## src/rtl/rv32_mem_arb_pkg.sv

```systemverilog
// ============================================================================
// Module   : rv32_mem_arb_pkg
// Brief    : Shared state encoding and constants for the RV32 memory arbiter.
// Revision : 1.0 - initial release
// ============================================================================
`default_nettype none

package rv32_mem_arb_pkg;

    localparam int STREAK_W = 4;

    localparam logic [2:0] ST_IDLE = 3'd0;
    localparam logic [2:0] ST_IRD  = 3'd1;
    localparam logic [2:0] ST_IRDW = 3'd2;
    localparam logic [2:0] ST_DRD  = 3'd3;
    localparam logic [2:0] ST_DRDW = 3'd4;
    localparam logic [2:0] ST_DWR  = 3'd5;

    typedef enum logic [2:0] {
        IDLE = ST_IDLE,
        IRD  = ST_IRD,
        IRDW = ST_IRDW,
        DRD  = ST_DRD,
        DRDW = ST_DRDW,
        DWR  = ST_DWR
    } arb_state_e;

endpackage

`default_nettype wire

```

## src/rtl/rv32_mem_arbiter.sv

```systemverilog
// ============================================================================
// Module   : rv32_mem_arbiter
// Brief    : Shares one pipelined Avalon-MM port between RV32 fetch and data
//            ports; data-first priority with a bounded streak for fetch.
// Revision : 1.0 - initial release
// ============================================================================
`default_nettype none

module rv32_mem_arbiter
    import rv32_mem_arb_pkg::*;
#(
    parameter int DATA_BURST_MAX = 4,
    parameter int ADDR_W         = 32
) (
    input  logic              clk,
    input  logic              reset,

    input  logic [ADDR_W-1:0] iaddress,
    input  logic              iread,
    output logic [31:0]       ireaddata,
    output logic              iwaitrequest,

    input  logic [ADDR_W-1:0] daddress,
    input  logic              dread,
    input  logic              dwrite,
    input  logic [31:0]       dwritedata,
    input  logic [3:0]        dbyteenable,
    output logic [31:0]       dreaddata,
    output logic              dwaitrequest,

    output logic [ADDR_W-1:0] maddress,
    output logic              mread,
    output logic              mwrite,
    output logic [31:0]       mwritedata,
    output logic [3:0]        mbyteenable,
    input  logic [31:0]       mreaddata,
    input  logic              mwaitrequest,
    input  logic              mreaddatavalid
);

    localparam logic [STREAK_W-1:0] C_BURST_MAX = STREAK_W'(DATA_BURST_MAX);

    arb_state_e          state_q, state_d;
    logic [STREAK_W-1:0] streak_q, streak_d;
    logic [ADDR_W-1:0]   maddress_q, maddress_d;
    logic [31:0]         mwritedata_q, mwritedata_d;
    logic [3:0]          mbyteenable_q, mbyteenable_d;

    logic w_idle;
    logic w_fetch_forced;
    logic w_grant_d;
    logic w_grant_i;

    assign w_idle         = (state_q == IDLE);
    assign w_fetch_forced = iread && (streak_q == C_BURST_MAX);
    assign w_grant_d      = w_idle && (dread || dwrite) && !w_fetch_forced;
    assign w_grant_i      = w_idle && iread && !w_grant_d;

    always_comb begin
        state_d       = state_q;
        streak_d      = streak_q;
        maddress_d    = maddress_q;
        mwritedata_d  = mwritedata_q;
        mbyteenable_d = mbyteenable_q;
        iwaitrequest  = 1'b1;
        dwaitrequest  = 1'b1;
        ireaddata     = '0;
        dreaddata     = '0;

        case (state_q)
            IDLE: begin
                if (w_grant_d) begin
                    maddress_d = daddress;
                    if (dwrite) begin
                        state_d       = DWR;
                        mwritedata_d  = dwritedata;
                        mbyteenable_d = dbyteenable;
                    end else begin
                        state_d       = DRD;
                        mbyteenable_d = 4'hF;
                    end
                end else if (w_grant_i) begin
                    state_d       = IRD;
                    maddress_d    = iaddress;
                    mbyteenable_d = 4'hF;
                end
            end
            // Zero-latency memory may return data in the accept cycle.
            IRD: begin
                if (!mwaitrequest) begin
                    if (mreaddatavalid) begin
                        iwaitrequest = 1'b0;
                        ireaddata    = mreaddata;
                        state_d      = IDLE;
                    end else begin
                        state_d = IRDW;
                    end
                end
            end
            IRDW: begin
                if (mreaddatavalid) begin
                    iwaitrequest = 1'b0;
                    ireaddata    = mreaddata;
                    state_d      = IDLE;
                end
            end
            DRD: begin
                if (!mwaitrequest) begin
                    if (mreaddatavalid) begin
                        dwaitrequest = 1'b0;
                        dreaddata    = mreaddata;
                        state_d      = IDLE;
                    end else begin
                        state_d = DRDW;
                    end
                end
            end
            DRDW: begin
                if (mreaddatavalid) begin
                    dwaitrequest = 1'b0;
                    dreaddata    = mreaddata;
                    state_d      = IDLE;
                end
            end
            DWR: begin
                if (!mwaitrequest) begin
                    dwaitrequest = 1'b0;
                    state_d      = IDLE;
                end
            end
            default: state_d = IDLE;
        endcase

        // Streak counts data wins only while a fetch is actually waiting.
        if (!iread || w_grant_i) begin
            streak_d = '0;
        end else if (w_grant_d && (streak_q != C_BURST_MAX)) begin
            streak_d = streak_q + 1'b1;
        end
    end

    always_ff @(posedge clk) begin
        if (reset) begin
            state_q       <= IDLE;
            streak_q      <= '0;
            maddress_q    <= '0;
            mwritedata_q  <= '0;
            mbyteenable_q <= '0;
        end else begin
            state_q       <= state_d;
            streak_q      <= streak_d;
            maddress_q    <= maddress_d;
            mwritedata_q  <= mwritedata_d;
            mbyteenable_q <= mbyteenable_d;
        end
    end

    assign mread       = (state_q == IRD) || (state_q == DRD);
    assign mwrite      = (state_q == DWR);
    assign maddress    = maddress_q;
    assign mwritedata  = mwritedata_q;
    assign mbyteenable = mbyteenable_q;

endmodule

`default_nettype wire

```

## config.mk

```make
export PLATFORM = sky130hd
export DESIGN_NAME = rv32_mem_arbiter
export DESIGN_NICKNAME = d
export VERILOG_FILES = /design/src/rtl/rv32_mem_arb_pkg.sv /design/src/rtl/rv32_mem_arbiter.sv
export SDC_FILE = /design/constraint.sdc
export NUM_CORES = 1
export LEC_CHECK = 0
export CAP_MARGIN = 5
export CORE_AREA = 2 2 106 108
export CTS_BUF_LIST = sky130_fd_sc_hd__clkbuf_8 sky130_fd_sc_hd__clkbuf_16
export DETAILED_ROUTE_END_ITERATION = 16
export DIE_AREA = 0 0 108 110
export PLACE_DENSITY = 0.85
export RECOVER_POWER = 25
export SETUP_SLACK_MARGIN = 0.02
export SLEW_MARGIN = 25
export SYNTH_ARGS = -nofsm -noshare
export SYNTH_HDL_FRONTEND = slang
export SYNTH_SLANG_ARGS = --single-unit
```

## constraint.sdc

```tcl
create_clock -name clk -period 2.2 [get_ports clk]
set_input_delay 0.44 -clock clk [delete_from_list [all_inputs] [get_ports clk]]
set_output_delay 0.44 -clock clk [all_outputs]
set_load 0.005 [all_outputs]
```

; Word-level counts from Yosys, hierarchy flattened
; Index checks and enable logic that the tools add are counted.
[word_totals]
register_bits = 75
input_bits = 139
wordCells = 61
[op_classes]
n_addsub = 1
n_eq_ne = 12
mux = 24
n_reduce_logical = 19
[op_table]
columns = operator, count
row1 = $mux W32, 4
row2 = $pmux W32 S2, 2
row3 = $mux W3, 8
row4 = $pmux W3 S5, 1
row5 = $mux W4, 3
row6 = $eq A3 B2 Y1 const B, 2
row7 = $eq A3 B3 Y1 const B, 2
row8 = $logic_and A1 B1 Y1, 6
row9 = $ne A2 B2 Y1 const B, 3
row10 = $reduce_and A5 Y1, 1
row11 = $add A4 B1 Y4 const B, 1
row12 = $eq A4 B3 Y1 const B, 1
row13 = $ne A4 B3 Y1 const B, 1
row14 = $reduce_or A2 Y1, 2
row15 = $eq A3 B1 Y1 const B, 1
row16 = $logic_not A1 Y1, 3
row17 = $logic_not A3 Y1, 1
row18 = $logic_or A1 B1 Y1, 3
row19 = $mux W1, 3
row20 = $ne A3 B1 Y1 const B, 1
row21 = $pmux W1 S3, 1
row22 = $reduce_and A3 Y1, 1
row23 = $mux W2, 1
row24 = $ne A2 B1 Y1 const B, 1
row25 = other kinds (3), 3

; Logic depth before layout (Yosys ltp)
[logic_depth]
depth_word = 9
mapped_depth = 8
depth_no_buf = 6

; Least setup slack after synthesis
; No wires, ideal clock.
[synth_timing]
path_kind = input -> output
start = in mwaitrequest
end = out dreaddata[0]
arrival_ns = 1.314
t_required_ns = 1.760
path_slack_ns = 0.446
path_stages = 5
path_buffers = 1
path_cell_list = nand2b_1 nor3_1 a31oi_1 clkbuf_1 nor2_1
[synth_via]
elab_chain_cells = 2
[synth_rtl]
columns = item, line_no
row1 = start: declaration, rv32_mem_arbiter.sv:37  ; input logic mwaitrequest,
row2 = $mux W32, rv32_mem_arbiter.sv:108  ; if (!mwaitrequest) begin
row3 = $pmux W32 S2, rv32_mem_arbiter.sv:70  ; case (state_q)
row4 = end: declaration, rv32_mem_arbiter.sv:28  ; output logic [31:0] dreaddata,
; No other way between the ends.

; Worst setup path after layout
[layout_timing]
start = reg state_q[0]
end = out dreaddata[24]
[layout_via]
elab_chain_cells = 2
word_cells_on_any_way = 3
classes_between = 2 x eq/ne / 1 x mux
[layout_rtl]
columns = item, line_no
row1 = start: declaration, rv32_mem_arbiter.sv:43  ; arb_state_e state_q, state_d;
row2 = start signal: assignment, rv32_mem_arbiter.sv:150  ; state_q <= state_d;
row3 = $eq A3 B3 Y1 or $eq A3 B2 Y1 (tied branches), rv32_mem_arbiter.sv:70
row4 = $pmux W32 S2 *, rv32_mem_arbiter.sv:70
; Every way passes the cells marked *; elsewhere a longest branch is shown, timed or not.

==> metrics.yaml <==
startpoint_type: "flip-flop"
multiInputGateArea_um2: 1980
finalCritPeriodShare: 0.991
crit_family: "buffers and inverters"
ant_nets: 0
clock_latency_ps: 350
synth_mux_area_frac: 0.00573
synth_edf_count: 0
wl_per_cell_um: 15.4
drc: 0
grt.total_usage: 0.222
crit_path_cell_trace: "buf_6 > clkinvlp_4 > a31oi_4 > buf_12 > buf_16 > buf_12 > nor2_2 > buf_2"
synth_ff_type: "dfxtp_1"
ys_seq_area_frac: 0.430
status: "complete, no violations"
synthXorXnorAreaFrac: 0.00752
crit_top_cell: "buf_12"
clk_pin_slew_ps: 80
port_buffers: 274
via_per_inst: 4.95
holdPathStages: 2
cp_max_fo: 7
core_area_um2: 10700
grt_pass1_wl_um: 20900
dieArea_um2: 11900
total_power_w: 0.00735
die_w_um: 108
reg2reg_to: "maddress[24]$_SDFFE_PP0P_"
fin_worst_skew_ps: 10.3
place_area_um2: 6460
synth_seq_cells: 75
cts_buffers: 9
rsz0062_at_grt: "yes"
dr.pass1.iters: 4
fin_area_um2: 6920
area_delta_synth_final_pct: 98.0
cap_violations: 0
path_class: "flip-flop to output pin"
dp_cells: 891
synth_compound_gate_area_share: 0.165
min_to: "mwritedata[13]$_SDFFE_PP0P_"
synth_fa_ha_area_frac: 0.00716
ys_types: 37
drt-initial-drc-count: 276
grt_pass1_vias: 4466
drt_wl_total_um: 14200
layout_common_cells: "nand2_1 (161), clkdlybuf4s50_1 (156), nor2_1 (80)"
critical_path_required_ps: 1760
syn_nets: 640
hold-worst-slack_ps: 430
p_leak_nw: 2.94
h-tree-depth: 3
place_congestion: 0.841
synth_area_um2: 3490
antenna_found_initial: 0
die_h_um: 110
hold_class: "input pin to flip-flop"
instances_no_fill: 924
rows: 38
ys_async_sr_fraction: 0
syn_avg_cell_area_um2: 7.00
crit_path_max_incr_delay_ps: 390
critical_path_buf_inv_count: 6
ios: 275
cts_sinks: 75
hold_buffers: 0
antennaDiodeCount: 0
initial_core_util: 0.327
final_nets: 920
regArea_um2: 1510
endpoint_kind: "output pin"
drive_above_1_share: 0.188
final_common_cell: "nand2_1"
rrSetupSlack_ps: 390
grt_max_degree: 67
cts_tree: "yes"
worst_slew_pin_slew_ps: 356
ir_drop_v: 0.000807
synth_warnings: 0
r2r_start: "state_q[0]$_SDFFE_PP0P_"
n_fill_cell: 869
num_vias: 4575
place_hpwl_um: 9990
cp_slowest_cell: "dfxtp_4"
finalMaxSlewViolations: 0
r2r_cells: 7
fin_setup_tns_ps: 0
max_freq_mhz: 459
setup_viol: 0
cp.arrival_ps: 1740
relSlewSlack: 0.763
p_per_area_nw_per_um2: 1060
cts_buffer_depth: 2
hp-start: "reset"
synthSimpleGateAreaFrac: 0.326
hold_viol_final: 0
fin_crit_ps: 2180
grt_overflow_total: 0
synth_top_family_by_area: "simple AND/OR/NAND/NOR gates"
root_buffer: "clkbuf_8"
synth_cells: 499
## metrics by stage
step / util / setup slack (ps)
after floorplan: - / 446
after global placement: 0.604 / -400
after detailed placement: 0.604 / -450
after CTS: 0.641 / -175
after global routing: 0.646 / -87.6
final: 0.646 / 19.2
## area by class of cell
| cell class | count | area share |
|---|---|---|
| multi-input cells | 377 | 0.287 |
| flip-flops and latches | 75 | 0.218 |
| well taps | 140 | 0.0253 |
| clock inverters | 3 | 0.00977 |
| repair buffers | 311 | 0.431 |
| clock buffers | 13 | 0.0259 |
| inverters | 5 | 0.00362 |
## where the power goes
group          internal [W]  switching, W  leakage, nW
Clock              0.000763      0.000498        0.122
Combinational       0.00208       0.00202         2.20
Sequential          0.00178      0.000209        0.620
Total               0.00462       0.00273         2.94
## logic make-up (layout without fill, tap and decap cells)
family          after synthesis  count (layout)
mux                           2               2
xor+xnor                      3               3
compound gates               83              83
fa+ha+maj                     2               2
flops                        75              75
buf+inv                      47             332
simple gates                287             287
## synthesized netlist by cell type, types with 2 or more instances
library cell | count | area share
nand4_1 | 2 | 0.0036
xor2_1 | 2 | 0.0050
ha_1 | 2 | 0.0072
nor2_1 | 106 | 0.11
nand2_1 | 162 | 0.17
o21ai_0 | 2 | 0.0029
mux2i_1 | 2 | 0.0057
o22ai_1 | 4 | 0.0072
and3_1 | 3 | 0.0054
a21oi_1 | 33 | 0.047
a31oi_1 | 3 | 0.0054
buf_2 | 14 | 0.020
buf_4 | 3 | 0.0064
clkbuf_1 | 25 | 0.027
inv_1 | 4 | 0.0043
o211ai_1 | 2 | 0.0043
nand2b_1 | 2 | 0.0036
dfxtp_1 | 75 | 0.43
a311oi_1 | 32 | 0.080
o32ai_1 | 2 | 0.0050
nand3_1 | 3 | 0.0043
## worst reg2reg max path, stage by stage (launching register included)
cell and delay [ps]:
dfxtp_4 370, buf_6 130, buf_4 130, nor3_4 250, and3_1 260, buf_12 190
nand2_1 90, a311oi_1 290
## worst max-delay path by stage
stage,endpoint,cells after the start,startpoint,slack (ps)
3_3_place_gp,ireaddata[22],7,mwaitrequest,-400
5_1_grt,ireaddata[28],6,state_q[0]$_SDFFE_PP0P_,-90
4_1_cts,dreaddata[19],9,state_q[0]$_SDFFE_PP0P_,-180
3_5_place_dp,dreaddata[18],7,mwaitrequest,-450
6_report,dreaddata[24],8,state_q[0]$_SDFFE_PP0P_,20
2_1_floorplan,dreaddata[0],5,mwaitrequest,450
## flip-flops by register name, summed over array words and instances (netlist names)
name	count
maddress	32
mbyteenable	4
mwritedata	32
state_q	3
streak_q	4
## what timing repair did
action / 4_1_cts / 5_1_grt
setup buffers: 12 / 2
setup endpoints to repair: 67 / 65
gates cloned: 3 / 2
pin swaps: 6 / 20
resized for setup: 181 / 107
## routing by layer
layer,share of wire,GRT usage
met1,0.34,0.227
met2,0.53,0.411
met3,0.088,0.0658
met4,0.035,0.116
met5,0,0
Power figures use the tool's default switching activity.
